<file path="src/rtl/mac_pkg.sv">
// Shared definitions for the pipelined multiply-accumulate unit: operation
// mode encodings, the Booth digit record and the accumulator width rule.
package mac_pkg;

  localparam logic MODE_ADD = 1'b0;
  localparam logic MODE_ACC = 1'b1;

  // One recoded multiplier digit: magnitude one-hot (single, double, triple,
  // quad) plus negate. Radix-4 only ever produces single/double; triple and
  // quad are for higher-radix recoders sharing this record.
  typedef struct packed {
    logic s;
    logic d;
    logic t;
    logic q;
    logic n;
  } booth_dig_t;

  function automatic int acc_w_f(input int width, input int guard);
    return 2 * width + guard;
  endfunction

  // Radix-4 recoding of the overlapping triplet {b[2i+1], b[2i], b[2i-1]}.
  function automatic booth_dig_t booth_enc(input logic [2:0] b);
    booth_dig_t dig;
    dig.s = b[1] ^ b[0];
    dig.d = (b[2] & ~b[1] & ~b[0]) | (~b[2] & b[1] & b[0]);
    dig.t = 1'b0;
    dig.q = 1'b0;
    dig.n = b[2] & ~(b[1] & b[0]);
    return dig;
  endfunction

endpackage

</file>
<file path="src/rtl/booth_mul_r4.sv">
// Combinational radix-4 Booth multiplier, (WIDTH+1)-bit signed operands to a
// (2*WIDTH+2)-bit signed product. Unsigned callers zero-extend beforehand.
module booth_mul_r4
  import mac_pkg::*;
#(
  parameter int WIDTH = 16
) (
  input  logic signed [WIDTH:0]     a_i,
  input  logic signed [WIDTH:0]     b_i,
  output logic signed [2*WIDTH+1:0] p_o
);

  localparam int PW = 2 * WIDTH + 2;
  localparam int ND = (WIDTH + 2) / 2;

  // Multiplier sign-extended to an even length, with the implicit zero below bit 0.
  logic [WIDTH+2:0]      bx;
  logic signed [PW-1:0]  a_ext;
  logic signed [PW-1:0]  pp;
  logic signed [PW-1:0]  sum;
  booth_dig_t            dig;

  assign bx    = {b_i[WIDTH], b_i, 1'b0};
  assign a_ext = {{(WIDTH + 1){a_i[WIDTH]}}, a_i};

  // Recode each digit, select its partial product and accumulate modulo 2^PW.
  always_comb begin
    sum = '0;
    pp  = '0;
    dig = '0;
    for (int i = 0; i < ND; i++) begin
      dig = booth_enc(bx[2*i +: 3]);
      pp  = '0;
      if (dig.s)      pp = a_ext;
      else if (dig.d) pp = a_ext <<< 1;
      else if (dig.t) pp = a_ext + (a_ext <<< 1);
      else if (dig.q) pp = a_ext <<< 2;
      if (dig.n) pp = -pp;
      sum = sum + (pp <<< (2 * i));
    end
  end

  assign p_o = sum;

endmodule

</file>
<file path="src/rtl/mac_pipe_acc.sv">
// Three-stage pipelined multiply-accumulate with valid/ready on both sides,
// signed/unsigned operands per beat, internal accumulator and optional
// saturation. S1 registers operands, S2 registers the product, S3 adds.
module mac_pipe_acc
  import mac_pkg::*;
#(
  parameter int WIDTH = 16,
  parameter int GUARD = 8,
  parameter int ACC_W = acc_w_f(WIDTH, GUARD),
  parameter bit SAT   = 1'b1
) (
  input  logic             CLK,
  input  logic             RST_N,
  input  logic             in_valid,
  output logic             in_ready,
  input  logic [WIDTH-1:0] mx,
  input  logic [WIDTH-1:0] my,
  input  logic [ACC_W-1:0] az,
  input  logic             sgn,
  input  logic             acc_mode,
  input  logic             clr,
  output logic             out_valid,
  input  logic             out_ready,
  output logic [ACC_W-1:0] mac,
  output logic             ovf
);

  localparam int PW = 2 * WIDTH;

  logic                    stall, adv, accept;
  logic                    vld_p1, vld_p2, vld_p3;
  logic signed [WIDTH:0]   mxe_p1, mye_p1;
  logic [ACC_W-1:0]        az_p1, az_p2;
  logic                    sgn_p1, sgn_p2, mode_p1, mode_p2, clr_p1, clr_p2;
  logic signed [PW+1:0]    prod_full;
  logic [PW-1:0]           prod_p2;
  logic                    unused_prod_hi;
  logic [ACC_W-1:0]        base, prod_ext;
  logic signed [ACC_W:0]   sum_x;
  logic [ACC_W:0]          sat_res;
  logic [ACC_W-1:0]        acc_q, acc_d, mac_q, mac_d;
  logic                    ovf_q, ovf_d;

  // Clamp an (ACC_W+1)-bit sum to ACC_W bits; MSB of the return is the overflow flag.
  function automatic logic [ACC_W:0] sat_f(input logic signed [ACC_W:0] s);
    logic o;
    o = s[ACC_W] ^ s[ACC_W-1];
    if (!o || !SAT)   return {o, s[ACC_W-1:0]};
    else if (s[ACC_W]) return {1'b1, 1'b1, {(ACC_W - 1){1'b0}}};
    else              return {1'b1, 1'b0, {(ACC_W - 1){1'b1}}};
  endfunction

  assign stall    = vld_p3 & ~out_ready;
  assign adv      = ~stall;
  assign in_ready = ~stall;
  assign accept   = in_valid & in_ready;

  booth_mul_r4 #(.WIDTH(WIDTH)) u_mul (
    .a_i (mxe_p1),
    .b_i (mye_p1),
    .p_o (prod_full)
  );

  // The true product always fits 2*WIDTH bits; the top two bits are redundant sign.
  assign unused_prod_hi = ^prod_full[PW+1:PW];

  // S3 operand selection: accumulator or external base, product extended per sign mode.
  always_comb begin
    base = az_p2;
    if (mode_p2 == MODE_ACC && !clr_p2) base = acc_q;
    prod_ext = sgn_p2 ? {{(ACC_W - PW){prod_p2[PW-1]}}, prod_p2}
                      : {{(ACC_W - PW){1'b0}}, prod_p2};
    sum_x    = $signed({base[ACC_W-1], base}) + $signed({prod_ext[ACC_W-1], prod_ext});
    sat_res  = sat_f(sum_x);
  end

  // Next-state for result and accumulator: only a valid beat advancing into S3 updates them.
  always_comb begin
    acc_d = acc_q;
    mac_d = mac_q;
    ovf_d = ovf_q;
    if (adv && vld_p2) begin
      mac_d = sat_res[ACC_W-1:0];
      ovf_d = sat_res[ACC_W];
      if (mode_p2 == MODE_ACC) acc_d = sat_res[ACC_W-1:0];
    end
  end

  // Datapath stage registers, frozen while the output is stalled.
  always_ff @(posedge CLK) begin
    if (adv) begin
      // S0 -> S1
      mxe_p1  <= sgn ? {mx[WIDTH-1], mx} : {1'b0, mx};
      mye_p1  <= sgn ? {my[WIDTH-1], my} : {1'b0, my};
      az_p1   <= az;
      sgn_p1  <= sgn;
      mode_p1 <= acc_mode;
      clr_p1  <= clr;
      // S1 -> S2
      prod_p2 <= prod_full[PW-1:0];
      az_p2   <= az_p1;
      sgn_p2  <= sgn_p1;
      mode_p2 <= mode_p1;
      clr_p2  <= clr_p1;
    end
  end

  // Valid chain, accumulator and result registers with asynchronous clear.
  always_ff @(posedge CLK or negedge RST_N) begin
    if (!RST_N) begin
      vld_p1 <= 1'b0;
      vld_p2 <= 1'b0;
      vld_p3 <= 1'b0;
      acc_q  <= '0;
      mac_q  <= '0;
      ovf_q  <= 1'b0;
    end else begin
      if (adv) begin
        vld_p1 <= accept;
        vld_p2 <= vld_p1;
        vld_p3 <= vld_p2;
      end
      acc_q <= acc_d;
      mac_q <= mac_d;
      ovf_q <= ovf_d;
    end
  end

  assign out_valid = vld_p3;
  assign mac       = mac_q;
  assign ovf       = ovf_q;

endmodule

</file>
<file path="config.mk">
export PLATFORM = sky130hd
export DESIGN_NAME = mac_pipe_acc
export DESIGN_NICKNAME = d
export VERILOG_FILES = /design/src/rtl/mac_pkg.sv /design/src/rtl/booth_mul_r4.sv /design/src/rtl/mac_pipe_acc.sv
export SDC_FILE = /design/constraint.sdc
export NUM_CORES = 1
export LEC_CHECK = 0
export CAP_MARGIN = 20
export CORE_MARGIN = 2
export CORE_UTILIZATION = 55
export DETAILED_ROUTE_END_ITERATION = 8
export DONT_BUFFER_PORTS = 1
export PLACE_DENSITY = 0.7
export SLEW_MARGIN = 20
export SYNTH_ARGS = -nofsm -noshare
export SYNTH_HDL_FRONTEND = slang
export SYNTH_SLANG_ARGS = --single-unit
</file>
<file path="constraint.sdc">
create_clock -name CLK -period 18.6 [get_ports CLK]
set_input_delay 2.79 -clock CLK [delete_from_list [all_inputs] [get_ports CLK]]
set_output_delay 2.79 -clock CLK [all_outputs]
set_load 0.005 [all_outputs]
</file>
== After elaboration in Yosys (flattened, before gate mapping) ==
Cells that the tools add are included.

* Output and inout port bits: 43
* Flip-flop bits (word level): 236

* Bitwise operators: 89
* Reduce and logical (&&, ||, !) cells: 4
* Add/subtract/negate cells: 18
* Muxes and demuxes: 30

{| class="wikitable"
|+ Operators by type and width
! operator !! number
|-
| 32-bit adder || 8
|-
| 40-bit two-way mux || 3
|-
| 32-bit two-way mux || 3
|-
| 30-bit two-way mux || 3
|-
| 28-bit two-way mux || 3
|-
| 26-bit two-way mux || 3
|-
| 24-bit two-way mux || 3
|-
| 22-bit two-way mux || 3
|-
| 20-bit two-way mux || 3
|-
| 18-bit two-way mux || 3
|-
| 1-bit AND || 47
|-
| 40-bit by 40-bit adder with 41-bit output || 1
|-
| 41-bit two-way mux || 1
|-
| 16-bit two-way mux || 2
|-
| 32-bit negator || 1
|-
| 30-bit negator || 1
|-
| 28-bit negator || 1
|-
| 26-bit negator || 1
|-
| 1-bit NOT || 26
|-
| 24-bit negator || 1
|-
| 22-bit negator || 1
|-
| 20-bit negator || 1
|-
| 18-bit negator || 1
|-
| 16-bit negator || 1
|-
| other kinds (5) || 20
|}

== Longest topological paths before layout ==
* Depth after elaboration: 16
* Depth in mapped cells: 32

== Hierarchy ==
From an unflattened synthesis, not the netlist that was laid out.

* Cell total of the unflattened synthesis: 2771
* Area, all modules: 24061.8 um^2

{| class="wikitable"
|+ Modules (own cells, without submodules)
! module !! instances !! area each (um^2) !! cells an instance
|-
| booth_mul_r4 || 1 || 13244.0 || 1885
|-
| mac_pipe_acc || 1 || 10817.9 || 886
|}

== Worst setup path before layout ==
OpenSTA, ideal clock, no wires.

* Kind: input to output
* Start point: in out_ready
* End point: out in_ready
* Arrival: 7.174 ns
* Cell stages on the path: 2
* Slack: 8.636 ns
* Required time: 15.810 ns
* Cell sequence: nand2b_1 -> clkbuf_1

* Longest elaborated chain between the ends: 3

{| class="wikitable"
|+ Ends and longest elaborated chain
! item !! RTL line !! text
|-
| from (decl) || mac_pipe_acc.sv:23 || <nowiki>input logic out_ready,</nowiki>
|-
| 1-bit NOT || mac_pipe_acc.sv:53 || <nowiki>assign stall = vld_p3 & ~out_ready;</nowiki>
|-
| 1-bit AND || mac_pipe_acc.sv:53 ||
|-
| 1-bit NOT || mac_pipe_acc.sv:55 || <nowiki>assign in_ready = ~stall;</nowiki>
|-
| to (decl) || mac_pipe_acc.sv:15 || <nowiki>output logic in_ready,</nowiki>
|}

No other way between the ends.

== Worst setup path in the final report ==
* Start point: reg mye_p1[0]
* End point: reg prod_p2[31], data pin

* Longest elaborated chain between the ends: 14

{| class="wikitable"
|+ Ends and longest elaborated chain
! item !! RTL line !! text
|-
| from (decl) || mac_pipe_acc.sv:32 || <nowiki>logic signed [WIDTH:0] mxe_p1, mye_p1;</nowiki>
|-
| from (signal assigned) || mac_pipe_acc.sv:94 || <nowiki>mye_p1 <= sgn ? {my[WIDTH-1], my} : {1'b0, my};</nowiki>
|-
| 1-bit NOT || mac_pkg.sv:27 || <nowiki>dig.d = (b[2] & ~b[1] & ~b[0]) | (~b[2] & b[1] & b[0]);</nowiki>
|-
| 1-bit AND || mac_pkg.sv:27 ||
|-
| 32-bit two-way mux || booth_mul_r4.sv:35 || <nowiki>else if (dig.d) pp = a_ext <<< 1;</nowiki>
|-
| 32-bit two-way mux (*) || booth_mul_r4.sv:34 || <nowiki>if (dig.s) pp = a_ext;</nowiki>
|-
| 32-bit negator || booth_mul_r4.sv:38 || <nowiki>if (dig.n) pp = -pp;</nowiki>
|-
| 32-bit two-way mux (*) || booth_mul_r4.sv:38 ||
|-
| 32-bit adder (*) (8 in a row) || booth_mul_r4.sv:39 || <nowiki>sum = sum + (pp <<< (2 * i));</nowiki>
|-
| via prod_full[31] || mac_pipe_acc.sv:35 || <nowiki>logic signed [PW+1:0] prod_full;</nowiki>
|-
| to (signal assigned) || mac_pipe_acc.sv:100 || <nowiki>prod_p2 <= prod_full[PW-1:0];</nowiki>
|-
| to (decl) || mac_pipe_acc.sv:36 || <nowiki>logic [PW-1:0] prod_p2;</nowiki>
|}

The timed path passes the listed nets; every way through them passes the cells marked *.
A chain may end at the register's enable or synchronous reset.

==> out/results.txt <==
status -> finished, final reports clean
first-pass GRT wire length -> 102,000 microns
CP max stage cell -> edfxtp_1
final slew viol count -> 0
initial antenna violation count -> 0
synthesized netlist cell count -> 2,552
# clock sinks -> 236
number of CTS-inserted buffers -> 26
Clock Path Buffers -> 3
FP Rows -> 74
DR vias -> 18.69k
layout cells sized above 1 -> 6.826%
count of cell types in the netlist -> 93
largest fanout on the critical path -> 31
Synth Cell Area -> 22,640 sq um
Port Buffer Count -> 0
Detailed Route WL -> 66,190 microns
post-route setup TNS -> 0 ns
crit path buf inv count -> 3
vias per inst -> 6.214
vias in the first global route -> 18.29k
Max Clock Freq -> 115.5 MHz
area of the die -> 42,810 sq um
n_diodes -> 0
Initial DRC Count -> 1,769
Root Buffer -> clkbuf_16
Slew HR -> 20.72%
sequential area share after synthesis -> 29.44%
Largest stage delay, worst path -> 0.98 ns
H-tree depth -> 1
Tmin final -> 8.661 ns
commonest register cell after synthesis -> edfxtp_1
HP Class -> register to register
CP delay by family, top -> compound AO/OA/AOI/OAI gates
Routed Antenna Nets -> 0
Core Area -> 40,740 sq um
RSZ-0062 raised after global routing -> no
Max Cap Viol -> 0
Hold Fails Final Rpt -> 0
global router's overall resource usage -> 30.88%
Async SR Flop Fraction -> 35.59%
crit path launch type -> register
number of enable flip-flop cells after synthesis -> 152
Ys Warns -> 0
Clock Skews -> 0.01190 ns
Overflow after GRT -> 0
Req. time, crit path -> 18.89 ns
Crit Path Class -> register to register
CP most frequent cell -> fa_1
Filler cells -> 3,597
# hold bufs at CTS -> 0
WP data arrival -> 8.95 ns
cts repair resizes -> 0
placed wire-length estimate -> 49,450 microns
syn_nets -> 2,884
Worst Tran Pin Value -> 1.185 ns
RePlAce Congestion -> 1.017
width of the chip -> 206.9 microns
Finish-stage setup viols -> 0
CTS tree -> yes
Clk pin slew, worst setup/hold paths -> 0.06 ns
Wirelength per Cell -> 22.00 microns
Top Ports -> 122
Area Growth Syn to Fin -> 5.393%
drt drc -> 0
First-pass DRT Iterations -> 6
pin count of the biggest net entering global routing -> 85
period utilization -> 46.57%
die height -> 206.9 microns
Skew-Pair Late Insertion Delay -> 0.55 ns
mean cell area of the mapped netlist -> 8.873 sq um
Post-CTS Setup Bufs -> 0
Starting Density -> 55.58%
Setup crit end kind -> register
Synth Register Bits -> 236
Layout Nets -> 2,788
==> per-stage QoR <==
stage / hold WS [ns] / worst slack, ns / utilization (%) / instance area [sq um] / cells
after floorplan: 0.4003 / 8.636 / - / 22640 / 2552
after global placement: 0.4010 / 10.28 / 56.43 / 22990 / 2960
after detailed placement: 0.4045 / 10.08 / 56.43 / 22990 / 2960
after CTS: 0.4191 / 10.07 / 58.58 / 23860 / 3008
after global routing: 0.4276 / 9.315 / 58.58 / 23860 / 3008
final: 0.4187 / 9.939 / 58.58 / 23860 / 3008
==> registers in the layout, summed over array words and instances, names as in the netlist, 17 cells and up <==
register / cells
mac: 40
az_p2: 40
mxe_p1: 17
acc_q: 40
mye_p1: 17
az_p1: 40
prod_p2: 32
==> cells in the mapped netlist, types with 49 or more instances <==
master,instances,area [sq um]
nor2b_1,49,306.5
clkbuf_1,129,484.2
ha_1,107,1339
o21ai_0,122,610.6
mux2_2,54,608.1
inv_1,195,732.0
a21oi_1,171,855.8
xnor2_1,149,1305
xor2_1,72,630.6
nor2_1,206,773.2
o21ai_1,85,425.4
edfxtp_1,152,4564
nand2_1,308,1156
dfrtp_1,84,2102
fa_1,146,2923
==> layer usage <==
layer	GRT usage, %	routed length [microns]	share of wire [%]
met5	0	0	0
met2	50.37	30010	45
met1	40.95	27090	41
met4	13.04	3043	4.6
met3	4.898	6036	9.1
==> kinds of logic after synthesis <==
group           synth area share [%]
simple gates                   14.59
compound gates                 18.95
buf+inv                        6.150
fa+ha+maj                      18.82
flops                          29.44
xor+xnor                       8.720
mux                            3.321
==> layout by cell type, fill, tap and decap left out, types with 84 or more instances in the layout <==
master / synthesis / final
a21oi_1: 171 / 171
dfrtp_1: 84 / 84
edfxtp_1: 152 / 152
fa_1: 146 / 146
ha_1: 107 / 107
inv_1: 195 / 195
nand2_1: 308 / 308
nor2_1: 206 / 206
o21ai_0: 122 / 122
o21ai_1: 85 / 85
xnor2_1: 149 / 149
==> final cells by class <==
| type | count | area [sq um] | share of cell area, % |
|---|---|---|---|
| Sequential cell | 236 | 6666 | 27.93 |
| Tap cell | 532 | 665.6 | 2.789 |
| Multi-Input combinational cell | 1951 | 14600 | 61.18 |
| Timing Repair Buffer | 41 | 307.8 | 1.290 |
| Inverter | 200 | 750.7 | 3.146 |
| Clock buffer | 37 | 784.5 | 3.287 |
| Clock inverter | 11 | 90.09 | 0.3775 |
==> path summary, 6_finish.rpt <==
check | slack (ns) | start | to | depth (start not counted)
worst max-delay path | 9.94 | mye_p1[0] | prod_p2[31] | 27
max in group asynchronous | 16.52 | RST_N | mac[34] | 0
worst max register to register | 9.94 | mye_p1[0] | prod_p2[31] | 27
worst min-delay path | 0.42 | clr_p1 | clr_p2 | 0
min in group asynchronous | 1.93 | RST_N | mac[5] | 0
worst min register to register | 0.42 | clr_p1 | clr_p2 | 0
Power is not shown: default switching activity piles up to over one toggle a cycle in this logic, so the estimate is an artifact.
